[config.mk]
export PLATFORM = sky130hd
export DESIGN_NAME = udp_rx_frame_ctrl
export DESIGN_NICKNAME = d
export VERILOG_FILES = /design/src/rtl/udp_rx_frame_ctrl.sv
export SDC_FILE = /design/constraint.sdc
export NUM_CORES = 1
export LEC_CHECK = 0
export ABC_CLOCK_PERIOD_IN_PS = 6040
export CELL_PAD_IN_SITES_DETAIL_PLACEMENT = 0
export CELL_PAD_IN_SITES_GLOBAL_PLACEMENT = 2
export CORE_AREA = 2 2 114 116
export DETAILED_ROUTE_END_ITERATION = 10
export DIE_AREA = 0 0 116 118
export PLACE_DENSITY_LB_ADDON = 0.1
export SLEW_MARGIN = 15
export SYNTH_ARGS = -nofsm -noshare
export SYNTH_HDL_FRONTEND = slang
export SYNTH_SLANG_ARGS = --single-unit
[constraint.sdc]
create_clock -name app_rx_clk -period 6.04 [get_ports app_rx_clk]
set_input_delay 0.906 -clock app_rx_clk [delete_from_list [all_inputs] [get_ports app_rx_clk]]
set_output_delay 0.906 -clock app_rx_clk [all_outputs]
set_load 0.005 [all_outputs]
[src/rtl/udp_rx_frame_ctrl.sv]
// rtl/udp_rx_frame_ctrl.sv - UDP payload framer: sync-word hunt, byte-pair packing to a 16-bit FIFO
module udp_rx_frame_ctrl #(
  parameter logic [31:0] FRAME_HEAD = 32'hF3ED7A93,
  parameter int          TOTAL_W    = 25
) (
  input  logic               app_rx_clk,
  input  logic               rst,
  input  logic               app_rx_data_valid,
  input  logic [7:0]         app_rx_data,
  input  logic [TOTAL_W-1:0] app_rx_data_total,
  input  logic               wr_full,
  output logic               wr_en,
  output logic [15:0]        wr_data,
  output logic               frame_start,
  output logic               frame_done,
  output logic               frame_err,
  output logic               ovf_flag
);

  typedef enum logic [1:0] {HUNT, PAYLOAD, FLUSH} state_t;

  state_t             state;
  // Only the three most recent bytes are kept; the fourth is the byte on the bus.
  logic [23:0]        head;
  logic [TOTAL_W-1:0] remain;
  logic [7:0]         hi_byte;
  logic               odd;

  logic [31:0] shifted;
  logic        last_byte;
  logic        word_now;
  logic [15:0] word;

  always_comb begin
    shifted   = {head, app_rx_data};
    last_byte = (remain == TOTAL_W'(1));
    word_now  = 1'b0;
    word      = 16'h0000;
    if (state == PAYLOAD && app_rx_data_valid) begin
      word_now = odd || last_byte;
      word     = odd ? {hi_byte, app_rx_data} : {app_rx_data, 8'h00};
    end
  end

  always_ff @(posedge app_rx_clk or posedge rst) begin
    if (rst) begin
      state       <= HUNT;
      head        <= '0;
      remain      <= '0;
      hi_byte     <= '0;
      odd         <= 1'b0;
      wr_en       <= 1'b0;
      wr_data     <= '0;
      frame_start <= 1'b0;
      frame_done  <= 1'b0;
      frame_err   <= 1'b0;
      ovf_flag    <= 1'b0;
    end else begin
      wr_en       <= 1'b0;
      frame_start <= 1'b0;
      frame_done  <= 1'b0;
      frame_err   <= 1'b0;

      if (word_now) begin
        if (wr_full) begin
          ovf_flag <= 1'b1;
        end else begin
          wr_en   <= 1'b1;
          wr_data <= word;
        end
      end

      case (state)
        HUNT: begin
          if (!app_rx_data_valid) begin
            head <= '0;
          end else if (shifted == FRAME_HEAD) begin
            head        <= '0;
            remain      <= app_rx_data_total;
            odd         <= 1'b0;
            hi_byte     <= '0;
            frame_start <= 1'b1;
            ovf_flag    <= 1'b0;
            state       <= (app_rx_data_total == '0) ? FLUSH : PAYLOAD;
          end else begin
            head <= shifted[23:0];
          end
        end
        PAYLOAD: begin
          if (app_rx_data_valid) begin
            if (remain != '0) remain <= remain - TOTAL_W'(1);
            odd <= ~odd;
            if (!odd) hi_byte <= app_rx_data;
            if (last_byte) state <= FLUSH;
          end else begin
            // Gap mid-frame: drop any half-packed byte and resynchronise.
            frame_err <= 1'b1;
            odd       <= 1'b0;
            hi_byte   <= '0;
            remain    <= '0;
            state     <= HUNT;
          end
        end
        FLUSH: begin
          frame_done <= 1'b1;
          head       <= '0;
          odd        <= 1'b0;
          state      <= HUNT;
        end
        default: state <= HUNT;
      endcase
    end
  end

endmodule

==> flow_summary.json <==
{
  "cts_hold_repair.buffers": 0,
  "first_pass_grt_wire_length_mm": 20.9,
  "antenna_violations_before_repair": 0,
  "clkLatencyLatePin_ns": 0.35,
  "synth_area_um2": 4260,
  "startpoint": "app_rx_data_valid",
  "clkSlewWorstSetupHoldPaths_ns": 0.06,
  "fin_ws_ns": 2.58,
  "final_layout_size_suffix_gt1_share_pct": 9.53,
  "worst-path-max-fanout": 25,
  "netlist-cell-type-count": 63,
  "path_class": "input port to register",
  "clock_sinks": 81,
  "hold_violations": 0,
  "report.final.setup_viol": 0,
  "initial_utilization_pct": 34.3,
  "met2_usage_pct": 32.7,
  "timing.critical_path.depth": 5,
  "detailedPlace.worstSlack_ns": 2.21,
  "post_cts.resized_instances": 0,
  "postCtsSetupRepairBufs": 0,
  "cts_root_buf": "sky130_fd_sc_hd__clkbuf_16",
  "multi_input_area_um2": 2080,
  "yosys_warnings": 0,
  "detail_route.drc_violations": 0,
  "fin_worst_skew_ns": 0.00811,
  "report.final.slew_viol_count": 0,
  "critPathTopFamily": "simple AND/OR/NAND/NOR gates",
  "timing.max_cap.violations": 0,
  "critical_path.reg2reg.endpoint": "wr_data[13]",
  "synth-main-ff-cell": "sky130_fd_sc_hd__dfrtp_1",
  "cp.arrival_ns": 3.73,
  "routedWlPerCell_um": 20.0,
  "status": "complete, no violations",
  "synth.net_count": 459,
  "max_stage_delay_ns": 0.73,
  "setup_tns_ns": 0,
  "r2r_cells": 5,
  "number_of_buffers_inserted_by_port_buffering": 57,
  "design.die.area_um2": 13700,
  "postSynth.asyncResetShare_pct": 100,
  "std_cell_rows": 41,
  "grt.met1_usage_pct": 26.5,
  "first_pass_iters": 5,
  "ys_seq_elements": 81,
  "grt_pass1_vias": 3758,
  "synth.avg_cell_area_um2": 10.2,
  "cts.path.max_buffers": 2,
  "globalRoute.totalOverflow": 0,
  "synth_edf_count": 0,
  "nFillCells": 1288,
  "holdCritPathClass": "register to register",
  "number_of_buffers_inserted_during_clock_tree_synthesis": 9,
  "first_iter_violations": 231,
  "ys_seq_area_share_pct": 47.6,
  "die_height_um": 118,
  "die_width_um": 116,
  "grt_max_degree": 45,
  "grt_use_met3_pct": 2.52,
  "crit_path_end": "remain[0]",
  "syn-instance-count": 419,
  "crit_path_cell_trace": "clkdlybuf4s50_1 > nor2b_1 > and2_1 > a41o_2 > mux2i_1",
  "antenna_violating_nets_post_route": 0,
  "timing.rr.start": "remain[4]",
  "power_density_nw_per_um2": 249,
  "total_leakage_power_nw": 2.14,
  "h-tree-depth": 3,
  "nNetsFinal": 507,
  "coreArea_um2": 12400,
  "timing_worst_slew_pin_value_ns": 0.949,
  "detail_route.wirelength_mm": 12.9,
  "area_delta_synth_final_pct": 23.1,
  "ir_worst_vdd_mv": 0.0941,
  "ff2ff_setup_slack_ns": 3.28,
  "critPathBufInv": 1,
  "slew_headroom_pct": 36.3,
  "ff_latch_area_um2": 2030,
  "global_route.usage.total_pct": 19.7,
  "route.vias.total": 3701,
  "globalRoute.busiestLayer": "met2",
  "critPathLaunchType": "input port",
  "hpwl_mm": 9.05,
  "crit_path_top_delay_cell": "sky130_fd_sc_hd__and2_1",
  "timing.critical_path.required_ns": 6.31,
  "critical_path.endpoint_type": "register",
  "unrepaired_setup_endpoints_after_global_routing": "no",
  "achievable-frequency_mhz": 289,
  "place.gp.congestion": 0.805,
  "min_period_over_period_pct": 57.3,
  "ios": 58,
  "antenna_cells_inserted": 0,
  "tritoncts_clock_tree": "done",
  "post-route-min-period_ns": 3.46,
  "routed_via_density": 5.75
}
## metrics by stage
step / utilization (%) / hold WS [ns] / cell area [µm²] / total power, mW / instances
after floorplan: - / 0.450 / 4260 / 0.722 / 419
after global placement: 40.0 / 0.488 / 4970 / 0.796 / 628
after detailed placement: 40.0 / 0.494 / 4970 / 0.798 / 628
after CTS: 42.2 / 0.508 / 5250 / 1.32 / 644
after global routing: 42.2 / 0.533 / 5250 / 1.36 / 644
final: 42.2 / 0.503 / 5250 / 1.31 / 644
## worst min path at each step
stage                     startpoint          to  cells past startpoint
after global placement    wr_data[0]  wr_data[0]                      1
after detailed placement  wr_data[5]  wr_data[5]                      1
after global routing        head[17]    head[17]                      2
final                     wr_data[2]  wr_data[2]                      1
after floorplan             head[17]    head[17]                      2
after CTS                   head[17]    head[17]                      2
## report_power, final
group	internal [mW]	switching (mW)
clock	0.290	0.230
sequential	0.574	0.0346
combinational	0.0765	0.102
## logic make-up (layout without fill, tap and decap cells)
group	Yosys count	count (layout)	share of synthesized area (%)
compound gates	140	140	25.1
fa+ha+maj	3	3	0.881
buf+inv	34	87	3.76
flops	81	81	47.6
mux	5	5	1.32
simple gates	156	156	21.4
## placed cells by master (no fill, tap or decap), types with 8 or more instances in the layout
cell type,count
sky130_fd_sc_hd__nand3_1,8
sky130_fd_sc_hd__a21oi_1,19
sky130_fd_sc_hd__nand2_1,15
sky130_fd_sc_hd__nor3_1,28
sky130_fd_sc_hd__dfrtp_1,81
sky130_fd_sc_hd__o21ai_1,15
sky130_fd_sc_hd__o21ai_0,9
sky130_fd_sc_hd__nor4_1,11
sky130_fd_sc_hd__a32o_1,8
sky130_fd_sc_hd__clkbuf_16,9
sky130_fd_sc_hd__nor2_1,34
sky130_fd_sc_hd__clkdlybuf4s50_1,57
sky130_fd_sc_hd__a22o_1,32
sky130_fd_sc_hd__nor2b_1,10
## synth_stat cells (5+ instances only)
cell | n | share of area (%)
sky130_fd_sc_hd__clkbuf_1 | 18 | 1.6
sky130_fd_sc_hd__nand3_1 | 8 | 0.94
sky130_fd_sc_hd__a2111oi_0 | 7 | 1.4
sky130_fd_sc_hd__and2_1 | 6 | 0.88
sky130_fd_sc_hd__o21ai_0 | 9 | 1.1
sky130_fd_sc_hd__a21oi_1 | 19 | 2.2
sky130_fd_sc_hd__a31oi_1 | 7 | 1.0
sky130_fd_sc_hd__a32o_1 | 8 | 1.9
sky130_fd_sc_hd__a22oi_1 | 6 | 1.1
sky130_fd_sc_hd__nor2_1 | 34 | 3.0
sky130_fd_sc_hd__a22o_1 | 32 | 6.6
sky130_fd_sc_hd__nand2_1 | 15 | 1.3
sky130_fd_sc_hd__o41ai_1 | 5 | 1.0
sky130_fd_sc_hd__nor2b_1 | 10 | 1.5
sky130_fd_sc_hd__nor3_1 | 29 | 3.4
sky130_fd_sc_hd__a32oi_1 | 7 | 1.4
sky130_fd_sc_hd__nor4_1 | 11 | 1.6
sky130_fd_sc_hd__dfrtp_1 | 81 | 48
sky130_fd_sc_hd__o21ai_1 | 15 | 1.8
sky130_fd_sc_hd__nand4_1 | 6 | 0.88
sky130_fd_sc_hd__inv_1 | 7 | 0.62
## registers in the layout, indices dropped and copies added, names as in the netlist
register	count
frame_done	1
frame_err	1
frame_start	1
head	24
hi_byte	8
odd	1
ovf_flag	1
remain	25
state	2
wr_data	16
wr_en	1
## metal layers
| layer | share of wire (%) | vias to the layer above |
|---|---|---|
| li1 | - | 1732 |
| met1 | 45 | 1852 |
| met2 | 50 | 99 |
| met3 | 3.6 | 18 |
| met4 | 1.7 | 0 |
| met5 | 0 | - |
## layout make-up
cell class / instances / share of cell area [%]
Tap cell: 172 / 4.10
Inverter: 7 / 0.525
Timing Repair Buffer: 64 / 11.9
Multi-Input combinational cell: 304 / 39.6
Clock buffer: 12 / 4.70
Sequential cell: 81 / 38.6
Clock inverter: 4 / 0.549
Note: power is estimated with default switching activity, not from simulation.
